===== src/rtl/mux2_rr_arbiter.sv =====
// Two-requester round-robin arbiter feeding one registered output slot.
// Grants are combinational; the winning word is captured on the same edge.
module mux2_rr_arbiter #(
  parameter int WIDTH = 8
) (
  input  logic             clk,
  input  logic             rst,
  input  logic             req_a,
  input  logic [WIDTH-1:0] data_a,
  input  logic             req_b,
  input  logic [WIDTH-1:0] data_b,
  output logic             gnt_a,
  output logic             gnt_b,
  output logic             out_valid,
  input  logic             out_ready,
  output logic [WIDTH-1:0] out_data,
  output logic             sel,
  output logic [7:0]       xfer_count
);

  typedef enum logic [1:0] {
    IDLE   = 2'd0,
    HOLD_A = 2'd1,
    HOLD_B = 2'd2
  } state_t;

  state_t           state_p1;
  state_t           state_nxt;
  logic             load;
  logic             win_b;
  logic             grant;
  logic             prio_b_p1;
  logic [WIDTH-1:0] data_p1;
  logic             sel_p1;
  logic [7:0]       cnt_p1;

  // Arbitration and next-state decode
  always_comb begin
    state_nxt = state_p1;
    load      = (state_p1 == IDLE) || out_ready;
    // B wins when it is the only requester, or when both ask and B is owed the turn.
    win_b     = req_b && (!req_a || prio_b_p1);
    grant     = !rst && load && (req_a || req_b);
    gnt_a     = grant && !win_b;
    gnt_b     = grant && win_b;
    if (load) begin
      if (req_a || req_b) begin
        state_nxt = win_b ? HOLD_B : HOLD_A;
      end else begin
        state_nxt = IDLE;
      end
    end
  end

  // Output slot register; data and select persist after the slot empties
  always_ff @(posedge clk) begin
    if (rst) begin
      state_p1  <= IDLE;
      prio_b_p1 <= 1'b0;
      data_p1   <= '0;
      sel_p1    <= 1'b0;
      cnt_p1    <= 8'd0;
    end else begin
      state_p1 <= state_nxt;
      if (grant) begin
        data_p1   <= win_b ? data_b : data_a;
        sel_p1    <= win_b;
        prio_b_p1 <= !win_b;
      end
      if ((state_p1 != IDLE) && out_ready) begin
        cnt_p1 <= cnt_p1 + 8'd1;
      end
    end
  end

  assign out_valid  = (state_p1 != IDLE);
  assign out_data   = data_p1;
  assign sel        = sel_p1;
  assign xfer_count = cnt_p1;

endmodule


===== config.mk =====
export PLATFORM = sky130hd
export DESIGN_NAME = mux2_rr_arbiter
export DESIGN_NICKNAME = d
export VERILOG_FILES = /design/src/rtl/mux2_rr_arbiter.sv
export SDC_FILE = /design/constraint.sdc
export NUM_CORES = 1
export LEC_CHECK = 0
export ABC_AREA = 1
export CORE_MARGIN = 5
export CORE_UTILIZATION = 40
export DETAILED_ROUTE_END_ITERATION = 8
export PLACE_DENSITY = 0.74
export SYNTH_ARGS = -nofsm -noshare
export SYNTH_HDL_FRONTEND = slang
export SYNTH_SLANG_ARGS = --single-unit

===== constraint.sdc =====
create_clock -name clk -period 1.6 [get_ports clk]
set_input_delay 0.48 -clock clk [delete_from_list [all_inputs] [get_ports clk]]
set_output_delay 0.48 -clock clk [all_outputs]
set_load 0.02 [all_outputs]

==> metrics.log <==
[metrics] status: finished with violations
[metrics] violations in the final reports: setup timing
[metrics] # diodes: 0
[metrics] core occupancy in the finished layout: 67.4%
[metrics] measured slew at the worst slew-check pin: 238 ps
[metrics] Worst IR Drop VDD: 0.599 mV
[metrics] reported leakage power: 0.908 nW
[metrics] remaining number of nets flagged by the antenna check after routing: 0
[metrics] DRC marker count from the first detailed-route iteration: 35
[metrics] switching power: 0.000381 W
[metrics] horizontal extent of the die: 61.9 um
[metrics] most repeated cell in the gate-level netlist after synthesis: nand2_1
[metrics] synthesized area: 1080 um2
[metrics] element type at the critical path start: input pin
[metrics] fin crit share: 107%
[metrics] RSZ-0062 raised after global routing: yes
[metrics] number of search-and-repair iterations in the first detailed-routing pass: 5
[metrics] number of different library cells in the post-synthesis netlist: 20
[metrics] number of hold-repair buffers added at the cts stage: 0
[metrics] Combinational Power Share: 28.3%
[metrics] DRC violations left: 0
[metrics] final RePlAce weighted congestion: 0.809
[metrics] Inserted Clock Buffers: 3
[metrics] final period demand of the worst path: 1710 ps
[metrics] Post-synth ARST share: 0%
[metrics] Synth area leader: dfxtp_1
[metrics] via count: 1213
[metrics] combined global-route utilization of all metal layers: 15.5%
[metrics] area of the placeable core: 2520 um2
[metrics] dominant cells by area after synthesis: dfxtp_1 (37%), nand2_1 (18%), nor2_1 (11%)
[metrics] total power consumption of the routed design: 0.00136 W
[metrics] CTS tree: built
[metrics] Total Routed Length: 2.65 mm
[metrics] Power Internal: 0.000975 W
[metrics] Clk network pwr share: 30.7%
[metrics] routed len/inst: 10.1 um
[metrics] clock tree root buffer cell: clkbuf_4
[metrics] number of failing hold endpoints at the final stage: 0
[metrics] Max transition margin: 84.1%
[metrics] number of buffers on the longest clock path: 2
[metrics] Max Clock Freq: 586 MHz
[metrics] design area: 1700 um2
[metrics] kind of critical path: input pin to output pin
[metrics] post-route clock skew: 8.97 ps
[metrics] signed area change from the synthesized netlist to the final layout: 57.7%
[metrics] largest net degree at the start of global routing: 20
[metrics] antenna violations before repair: 0
[metrics] mean area per synthesized cell: 6.34 um2
[metrics] arrival time reported for the critical path endpoint: 1230 ps
[metrics] Data required, critical path: 1120 ps
[metrics] post-synthesis sequential area ratio: 37.2%
[metrics] nets@finish: 254
[metrics] portion of synthesized cell area occupied by the leading cell type: 37.2%
[metrics] clock latency reported for the late side of the worst-skew pair: 300 ps
[metrics] maxcap violations: 0
[metrics] Post-Place Cell Area: 1610 um2
[metrics] number of I/O port buffers: 40
[metrics] Worst Hold Class: register to register
[metrics] commonest cells in the netlist: nand2_1 (51), nor2_1 (31), inv_1 (25), dfxtp_1 (20), nand3_1 (17)
[metrics] floorplan die height: 61.9 um
[metrics] initial cell density of the core: 42.7%
[metrics] register share of total power: 41.0%
[metrics] final number of max-transition violations: 0
[metrics] CP endpoint kind: output pin
[metrics] final count of negative-setup-slack endpoints: 2
[metrics] Post-synth EDFFs: 0
[metrics] Remaining Overflow, GRT: 0
[metrics] Num Clock Sinks: 20
[metrics] vias in the first global route: 1145
[metrics] IO Count: 41
[metrics] largest driver fanout on the critical path: 4
[metrics] switching fraction of total power: 28.1%
[metrics] count of mapped cells out of synthesis: 170
[metrics] flip-flop cell with the highest count after synthesis: dfxtp_1
[metrics] fraction of layout cells with a size suffix above 1: 21.2%
[metrics] area of the die: 3830 um2
[metrics] post-detailed-placement half-perimeter wirelength: 2.05 mm
[metrics] number of fill cells: 243
[metrics] detailed-route vias per instance: 4.65
[metrics] flip-flop and latch count after synthesis: 20
[metrics] post-route setup slack: -108 ps
[metrics] Worst-path clk slew: 120 ps
[metrics] yosys synthesis warning count: 0
[metrics] first-pass GRT wire length: 4.55 mm
[metrics] power density relative to cell area: 798 nW/um2
[metrics] nets in the synthesized netlist: 192
[metrics] worst hold slack across all endpoints: 517 ps
[metrics] Final Instance Count excl. Fillers: 261
[metrics] cell count after placement: 253
[metrics] # H-tree levels: 1
[metrics] number of cell rows: 18
cell usage in the layout, fill, tap and decap left out, types with 4 or more instances in the layout:
| cell | netlist | layout |
|---|---|---|
| buf_4 | 1 | 22 |
| buf_6 | 3 | 4 |
| clkdlybuf4s50_1 | 0 | 16 |
| dfxtp_1 | 20 | 17 |
| dlygate4sd2_1 | 0 | 17 |
| inv_1 | 25 | 20 |
| inv_2 | 1 | 5 |
| nand2_1 | 51 | 51 |
| nand3_1 | 17 | 16 |
| nor2_1 | 31 | 29 |
| o21ai_0 | 4 | 4 |
what timing repair did:
action	4_1_cts	5_1_grt
endpoints found under the setup margin	20	4
endpoints found under the hold margin	0	0
pin swaps	3	4
resized for setup	53	6
cloned	0	0
buffers inserted	4	0
sequential cells by signal (all words and copies together) (netlist names):
signal	cells
state_p1	2
sel	1
prio_b_p1	1
out_data	8
xfer_count	8
cell type report:
cell class	instances	area [um2]	area share [%]
Inverter	26	100	5.89
Sequential cell	20	404	23.8
Tap cell	30	37.5	2.21
Clock buffer	3	22.5	1.33
Multi-Input combinational cell	118	551	32.4
Clock inverter	1	30.0	1.77
Timing Repair Buffer	63	554	32.6
power groups by stage:
stage	registers (W)	logic (W)	clock network, W
3_5_place_dp	0.000563	0.000375	0
3_3_place_gp	0.000562	0.000370	0
5_1_grt	0.000562	0.000424	0.000448
2_1_floorplan	0.000596	0.000164	0
4_1_cts	0.000555	0.000372	0.000422
6_report	0.000555	0.000384	0.000417
through the flow:
stage	TNS, ps	worst slack (ps)
after global placement	-4140	-838
after floorplan	0	42.1
after detailed placement	-4790	-855
final	-143	-108
after global routing	-264	-147
after CTS	-105	-102
worst max-delay path, cell delays in order:
cell and delay (ps):
clkdlybuf4s15_1 230, or2_1 250, nand3_2 100, nor2_2 50, buf_6 120
logic make-up after synthesis:
logic type | after synthesis | share of synthesized area [%]
buffers and inverters | 32 | 13.8
and+or+nand+nor | 107 | 42.4
adders and majority gates | 1 | 1.16
DFF | 20 | 37.2
AOI/OAI and AO/OA | 10 | 5.46
routing by layer:
layer	up-vias	part of all wire (%)	GRT usage (%)
met5	-	0	0
met4	0	1.3	5.45
met3	8	7.3	4.13
met2	40	47	26.9
met1	527	45	18.5
li1	638	-	-
path summary, 6_finish.rpt:
path                from          end  slack (ps)  cells past startpoint
max                req_b        gnt_a        -110                      5
min          out_data[0]  out_data[0]         520                      4
max reg2reg  state_p1[1]  out_data[0]         320                      6
min reg2reg  out_data[0]  out_data[0]         520                      4
Note: power is estimated with default switching activity, not from simulation.
